[src/rtl/control_unit.sv]
// Single-issue execute unit: decodes one 15-bit instruction per clk_cu edge against an 8x8 register file.
// Optional multiplier on opcode 1110 is enabled by defining CU_MUL_EN; otherwise 1110 is a NOP.
module control_unit #(
    parameter int DATA_W = 8,
    parameter int NREGS  = 8
) (
    input  logic              clk_cu,
    input  logic              rst_n,
    input  logic [14:0]       pgm_mem,
    output logic [DATA_W:0]   result,
    output logic [1:0]        flag
);

    // state      | meaning
    // halted_q=0 | executing one instruction per edge
    // halted_q=1 | HALT seen; every instruction ignored until reset
    localparam logic [3:0] OP_BRZ  = 4'b0000;
    localparam logic [3:0] OP_ADD  = 4'b0001;
    localparam logic [3:0] OP_SUB  = 4'b0010;
    localparam logic [3:0] OP_AND  = 4'b0011;
    localparam logic [3:0] OP_OR   = 4'b0100;
    localparam logic [3:0] OP_XOR  = 4'b0101;
    localparam logic [3:0] OP_NOT  = 4'b0110;
    localparam logic [3:0] OP_SHL  = 4'b0111;
    localparam logic [3:0] OP_SHR  = 4'b1000;
    localparam logic [3:0] OP_LDI  = 4'b1001;
    localparam logic [3:0] OP_MOV  = 4'b1010;
    localparam logic [3:0] OP_INC  = 4'b1011;
    localparam logic [3:0] OP_DEC  = 4'b1100;
    localparam logic [3:0] OP_CMP  = 4'b1101;
    localparam logic [3:0] OP_MUL  = 4'b1110;
    localparam logic [3:0] OP_HALT = 4'b1111;

    logic [DATA_W-1:0] regs_q [NREGS];
    logic [DATA_W-1:0] regs_d [NREGS];
    logic [DATA_W:0]   result_q, result_d;
    logic [1:0]        flag_q, flag_d;
    logic              halted_q, halted_d;

    logic [3:0]        op;
    logic [2:0]        rd, rs1, rs2;
    logic [DATA_W-1:0] a, b, imm8;
    logic [DATA_W:0]   alu;
    logic              wr_en, upd_en;
`ifdef CU_MUL_EN
    logic [2*DATA_W-1:0] prod;
`endif

    assign op   = pgm_mem[14:11];
    assign rd   = pgm_mem[10:8];
    assign rs1  = pgm_mem[7:5];
    assign rs2  = pgm_mem[4:2];
    assign imm8 = pgm_mem[7:0];
    assign a    = regs_q[rs1];
    assign b    = regs_q[rs2];
`ifdef CU_MUL_EN
    assign prod = {{DATA_W{1'b0}}, a} * {{DATA_W{1'b0}}, b};
`endif

    always_comb begin
        alu      = '0;
        wr_en    = 1'b0;
        upd_en   = 1'b0;
        halted_d = halted_q;
        if (!halted_q) begin
            wr_en  = 1'b1;
            upd_en = 1'b1;
            case (op)
                OP_ADD:  alu = {1'b0, a} + {1'b0, b};
                OP_SUB:  alu = {1'b0, a} - {1'b0, b};
                OP_AND:  alu = {1'b0, a & b};
                OP_OR:   alu = {1'b0, a | b};
                OP_XOR:  alu = {1'b0, a ^ b};
                OP_NOT:  alu = {1'b0, ~a};
                OP_SHL:  alu = {a, 1'b0};
                OP_SHR:  alu = {a[0], 1'b0, a[DATA_W-1:1]};
                OP_LDI:  alu = {1'b0, imm8};
                OP_MOV:  alu = {1'b0, a};
                OP_INC:  alu = {1'b0, a} + {{DATA_W{1'b0}}, 1'b1};
                OP_DEC:  alu = {1'b0, a} - {{DATA_W{1'b0}}, 1'b1};
                OP_CMP: begin
                    alu   = {1'b0, a} - {1'b0, b};
                    wr_en = 1'b0;
                end
`ifdef CU_MUL_EN
                OP_MUL:  alu = {|prod[2*DATA_W-1:DATA_W], prod[DATA_W-1:0]};
`endif
                OP_HALT: begin
                    halted_d = 1'b1;
                    wr_en    = 1'b0;
                    upd_en   = 1'b0;
                end
                default: begin
                    // BRZ, and NOP when the multiplier is not built
                    wr_en  = 1'b0;
                    upd_en = 1'b0;
                end
            endcase
        end
    end

    always_comb begin
        regs_d   = regs_q;
        result_d = result_q;
        flag_d   = flag_q;
        if (wr_en) regs_d[rd] = alu[DATA_W-1:0];
        if (upd_en) begin
            result_d = alu;
            flag_d   = {~|alu[DATA_W-1:0], alu[DATA_W]};
        end
    end

    always_ff @(posedge clk_cu or negedge rst_n) begin
        if (!rst_n) begin
            for (int i = 0; i < NREGS; i++) regs_q[i] <= '0;
            result_q <= '0;
            flag_q   <= '0;
            halted_q <= 1'b0;
        end else begin
            regs_q   <= regs_d;
            result_q <= result_d;
            flag_q   <= flag_d;
            halted_q <= halted_d;
        end
    end

    assign result = result_q;
    assign flag   = flag_q;

endmodule

[config.mk]
export PLATFORM = sky130hd
export DESIGN_NAME = control_unit
export DESIGN_NICKNAME = d
export VERILOG_FILES = /design/src/rtl/control_unit.sv
export SDC_FILE = /design/constraint.sdc
export NUM_CORES = 1
export LEC_CHECK = 0
export ABC_CLOCK_PERIOD_IN_PS = 5000
export BUFFER_PORTS_ARGS = -buffer_cell sky130_fd_sc_hd__buf_2
export CORE_MARGIN = 2
export CORE_UTILIZATION = 29
export CTS_BUF_LIST = sky130_fd_sc_hd__clkbuf_2 sky130_fd_sc_hd__clkbuf_4 sky130_fd_sc_hd__clkbuf_8
export DETAILED_ROUTE_END_ITERATION = 8
export GPL_TIMING_DRIVEN = 0
export PLACE_DENSITY = 0.41
export SKIP_LAST_GASP = 1
export SYNTH_ARGS = -nofsm -noshare
export SYNTH_HDL_FRONTEND = slang
export SYNTH_SLANG_ARGS = --single-unit
export TNS_END_PERCENT = 30
[constraint.sdc]
create_clock -name clk_cu -period 5 [get_ports clk_cu]
set_input_delay 0.25 -clock clk_cu [delete_from_list [all_inputs] [get_ports clk_cu]]
set_output_delay 0.25 -clock clk_cu [all_outputs]
set_load 0.005 [all_outputs]
==> Word level (Yosys, flattened, before mapping) <==
Cells that the tools add are included.
{ "op_classes": {"eq_ne": 14, "addsub": 4, "n_bitwise": 7, "n_reduce_logical": 6, "order_cmp": 4, "muxes": 17} }
{ "ops": {"columns": ["op", "count"], "rows": [
  ["$pmux 9 s12", 1],
  ["$bwmux 64", 1],
  ["$bmux 8 s3", 2],
  ["$mux 8", 5],
  ["$eq 4x4->1 const B", 7],
  ["$demux 8 s3", 1],
  ["$eq 4x3->1 const B", 4],
  ["$reduce_or 13->1", 1],
  ["$ge 4x4->1 const B", 3],
  ["$not 3->4", 3],
  ["$reduce_or 12->1", 1],
  ["$add 8x1->9 const B", 1],
  ["$add 8x8->9", 1],
  ["$mux 9", 1],
  ["$sub 8x1->9 const B", 1],
  ["$sub 8x8->9", 1],
  ["$and 8x8->8", 1],
  ["$eq 4x2->1 const B", 2],
  ["$not 8->8", 1],
  ["$or 8x8->8", 1],
  ["$reduce_or 8->1", 1],
  ["$xor 8x8->8", 1],
  ["$mux 1", 6],
  ["$eq 4x1->1 const B", 1],
  ["other kinds (4)", 4]
]} }
{ "word_totals": {"in_bits": 17, "ff_bits": 76, "elab_cells": 63, "out_inout_bits": 11} }

==> Depth between registers and ports, before layout <==
{ "depth": {"depth_word": 9, "depth_mapped": 19, "depth_no_buf": 18} }

==> Worst setup path before layout <==
No wires, ideal clock.
{ "synth_path": {"path_kind": "input -> register", "start": "input pgm_mem[2]", "end": "register flag_q[1] (netlist: flag[1])", "path_buffers": 2, "setup_time_ps": 92, "path_stages": 14, "required_ps": 4908, "t_arrival_ps": 4265, "slack_ps": 643, "cell_sequence": "buf_2 > buf_2 > mux4_2 > mux2i_1 > ha_1 > o32a_1 > o221a_2 > fa_1 > nand2b_1 > a32o_1 > a221o_1 > nor4_1 > or4b_1 > o31ai_2"} }
{ "synth_between": {"elab_chain_len": 9, "word_cells_on_any_way": 13, "cone_classes": "add/sub: 2; mux: 5; bitwise: 4; reduce/logical: 2"} }
{ "synth_lines": {"columns": ["item", "line", "text"], "rows": [
  ["start: declaration", "9", "input logic [14:0] pgm_mem,"],
  ["$not 3->4 (not written as such)", "55", "assign b = regs_q[rs2];"],
  ["$bmux 8 s3", "55", null],
  ["$mux 8 (not written as such) (2 in series)", "55", null],
  ["$sub 8x8->9 (tied with other cells)", "70, 82", null],
  ["$pmux 9 s12 (*)", "68", "case (op)"],
  ["$mux 9 (*)", "65", "if (!halted_q) begin"],
  ["$reduce_or 8->1 (*)", "109", "flag_d = {~|alu[DATA_W-1:0], alu[DATA_W]};"],
  ["$logic_not 1->1 (*)", "109", null],
  ["end signal: assignment", "122", "flag_q <= flag_d;"],
  ["end: declaration", "37", "logic [1:0] flag_q, flag_d;"]
]} }
Mark *: on every way between the ends. The rest lies on a longest branch, timed or not. The select of a mux whose other input is x is not followed.
A chain may end at the register's enable or synchronous reset.

==> Worst setup path after layout <==
{ "layout_path": {"start": "register regs_q[3] (netlist bit)", "end": "register flag_q[1] (netlist: flag[1])"} }
{ "layout_between": {"elab_chain_len": 8, "word_cells_on_any_way": 18, "cone_classes": "add/sub: 4; mux: 8; bitwise: 4; reduce/logical: 2"} }
{ "layout_lines": {"columns": ["item", "line", "text"], "rows": [
  ["start: declaration", "34", "logic [DATA_W-1:0] regs_q [NREGS];"],
  ["start signal: assignment", "120", "regs_q <= regs_d;"],
  ["$bmux 8 s3, on equally long branches", "54, 55", null],
  ["$mux 8, on equally long branches (2 in series)", "54, 55", null],
  ["$sub 8x8->9 (tied with other cells)", "70, 82", null],
  ["$pmux 9 s12 (*)", "68", null],
  ["$mux 9 (*)", "65", null],
  ["$reduce_or 8->1 (*)", "109", null],
  ["$logic_not 1->1 (*)", "109", null]
]} }
Marks and branches as above.

==> results.cfg <==
[global_route]
busiest_layer = met2
grtUsageMet3_pct = 2.38
grt_pass1_vias = 4690
track_usage_pct = 19.2
use_met1_pct = 27.5
grt_max_degree = 57
grt_use_met2_pct = 30.6
antenna_found_initial = 0
grt_pass1_wl_mm = 29.3
gr-total-overflow = 0

[sta]
postLayoutSetupSlackWorst_ns = 0.205
hold_viol = 0
fin_crit_sh_pct = 95.9
slew_violations = 0
period_needed_ns = 4.79
relSlewSlack_pct = 14.5
rsz0062_at_grt = false
hold_ws_ns = 0.269
setup_viol = 0
finClkSkew_ns = 0.0103
max_freq_ghz = 0.209
tightest_slew_ns = 1.28

[power_and_ir_drop]
max-vdd-ir-drop_v = 0.000167
p_per_area_nw_per_um2 = 407
p_leak_nw = 2.88

[clock_network]
clockBufferDepth = 2
cts_tree = built
cts_max_level = 3
clock_latency_ns = 0.37
cts_inserted_buffers = 9
cts_root_buffer = clkbuf_8
cts_sinks = 75
path_clk_slew_ns = 0.08

[setup_path]
critPathLaunchType = register
crit_path_start = regs_q[3]
worstReg2RegEnd = flag[1]
crit_type = register to register
worstPathRequired_ns = 5.29
crit_arrival_ns = 5.08
reg2reg_depth = 12
path_max_fanout = 10
endpoint = flag[1]
rrSetupSlack_ns = 0.21
crit_path_end_kind = register
rr_startpoint = regs_q[3]

[worst_hold_path]
min_path_cells = 3
holdCritPathClass = input pin to register

[placed_design]
portBuffers = 21
dp_slack_ns = -0.846
gp_congestion = 0.831
dp_hpwl_mm = 13.8
placed_cell_area_um2 = 6170

[cells_and_area]
fin_area_um2 = 6380
seq_area_um2 = 1880
fill_cells = 2066
final_layout_size_suffix_gt1_share_pct = 24.8
diodes = 0
layout.nets = 631
multi_input_area_um2 = 3600
area_delta_synth_final_pct = 11.9
final_core_util_pct = 32.9

[drt]
ant_nets = 0
avgViaCountPerCell = 5.57
vias = 4777
wl_per_cell_um = 22.4
dr.pass1.iters = 4
wl_mm = 19.2
drc = 0
drtIter0Drc = 379

[synth]
synth.top_cell.area_share_pct = 32.9
synthTopCellsByArea = dfrtp_1 33%, mux2_2 10%, mux4_2 8.3%, ha_1 5.7%, mux2i_1 4.6%
yosysMostFrequentCell = dfrtp_1
seq_area_frac_synth_pct = 32.9
netlist-cell-type-count = 68
synth_enable_flop_cells = 0
avgSynthCellArea_um2 = 10.3
synth_ff_type = dfrtp_1
async_flop_share_pct = 100
syn-num-nets = 597
synth_cells = 553
synth-seq-cells = 75
synth_top_area_cell = dfrtp_1
ys_warn_count = 0
synth_top_cells_by_count = 75 x dfrtp_1, 53 x mux2_2, 48 x nand2_1, 27 x o21ai_0
syn_area_um2 = 5700

[floorplan]
dieArea_um2 = 20800
die_w_um = 144
io_pins = 28
start_util_pct = 29.4
die_y_um = 144
row_count = 51
core_um2 = 19400

[run]
drv_cap = 0

[outcome]
status = finished clean
[final cells by class]
cell class | count | area share [%]
inverters | 23 | 1.35
multi-input cells | 420 | 56.5
well taps | 265 | 5.20
repair buffers | 23 | 2.27
plain buffers | 35 | 2.65
clock buffers | 9 | 1.94
clock inverters | 7 | 0.667
flip-flops and latches | 75 | 29.4
[logic make-up after synthesis]
kind of cell,share of synthesized area (%)
flip-flops,32.9
multiplexers,25.2
XOR/XNOR,0.921
AO/OA/AOI/OAI,17.1
buffers and inverters,4.39
AND/OR/NAND/NOR,13.4
adder cells (fa/ha/maj),6.06
[power breakdown]
group	switching, mW	internal [mW]
Sequential	0.112	0.772
Combinational	0.708	0.580
Clock	0.247	0.178
Total	1.07	1.53
[layer usage]
metal	vias up	part of all wire (%)
met5	-	0
met4	0	2.0
met3	19	3.5
met2	114	46
met1	2483	48
li1	2161	-
[worst min-delay path by stage]
| stage | start | end |
|---|---|---|
| final | pgm_mem[8] | regs_q[55] |
| after global routing | pgm_mem[8] | regs_q[55] |
| after CTS | pgm_mem[8] | regs_q[55] |
| after detailed placement | rst_n | result[2] |
| after global placement | result[1] | result[1] |
| after floorplan | rst_n | flag[0] |
[stage by stage]
stage / setup TNS, ns / std cells / power [mW]
floorplan: 0 / 553 / 1.78
global placement: -16.50 / 839 / 2.13
detailed placement: -19.73 / 840 / 2.16
CTS: 0 / 857 / 2.60
global route: 0 / 857 / 2.78
finish: 0 / 857 / 2.60
[timing repair]
action | in CTS | in global routing
hold buffers | 1 | 0
hold endpoints to repair | 19 | 0
setup buffers | 0 | 0
gates resized for setup | 4 | 5
setup endpoints to repair | 33 | 12
[registers in the layout, indices dropped and copies added, names as in the netlist]
name / flops
regs_q: 64
result: 8
flag: 2
halted_q: 1
[cell usage in the layout, fill, tap and decap left out, types with 3 or more instances in the layout]
master	netlist	final
a21o_1	10	10
a21oi_1	16	16
a22o_1	6	6
a22oi_1	7	7
a31oi_1	4	3
a32oi_1	3	3
and2_1	3	3
and3_1	11	11
and3b_1	3	3
buf_1	3	3
buf_2	5	24
buf_4	1	3
buf_6	3	3
clkbuf_1	23	21
clkbuf_8	0	9
clkinv_2	0	5
dfrtp_1	75	75
ha_1	26	26
inv_1	22	22
mux2_2	53	53
mux2i_1	26	24
mux4_1	3	3
mux4_2	21	21
nand2_1	48	48
nand2b_1	12	12
nand3_1	4	4
nand3b_1	3	3
nor2_1	26	26
nor2b_1	7	7
nor3_1	6	6
nor4_1	3	3
o2111ai_1	5	5
o211ai_1	13	13
o21a_1	5	5
o21ai_0	27	27
o31ai_1	16	16
or2_2	6	6
xnor2_1	4	4
[critical path, stage by stage, from the launching register on]
cell and delay [ns]:
dfrtp_1 0.39, mux4_2 0.48, mux2i_1 0.86, nand3_1 0.40, and3_1 0.32, o21ai_0 0.14, and3_1 0.21, ha_1 0.27
xor2_1 0.18, a221oi_2 0.33, a31oi_2 0.31, or4b_1 0.61, o31ai_2 0.20
Note: power is estimated with default switching activity, not from simulation.
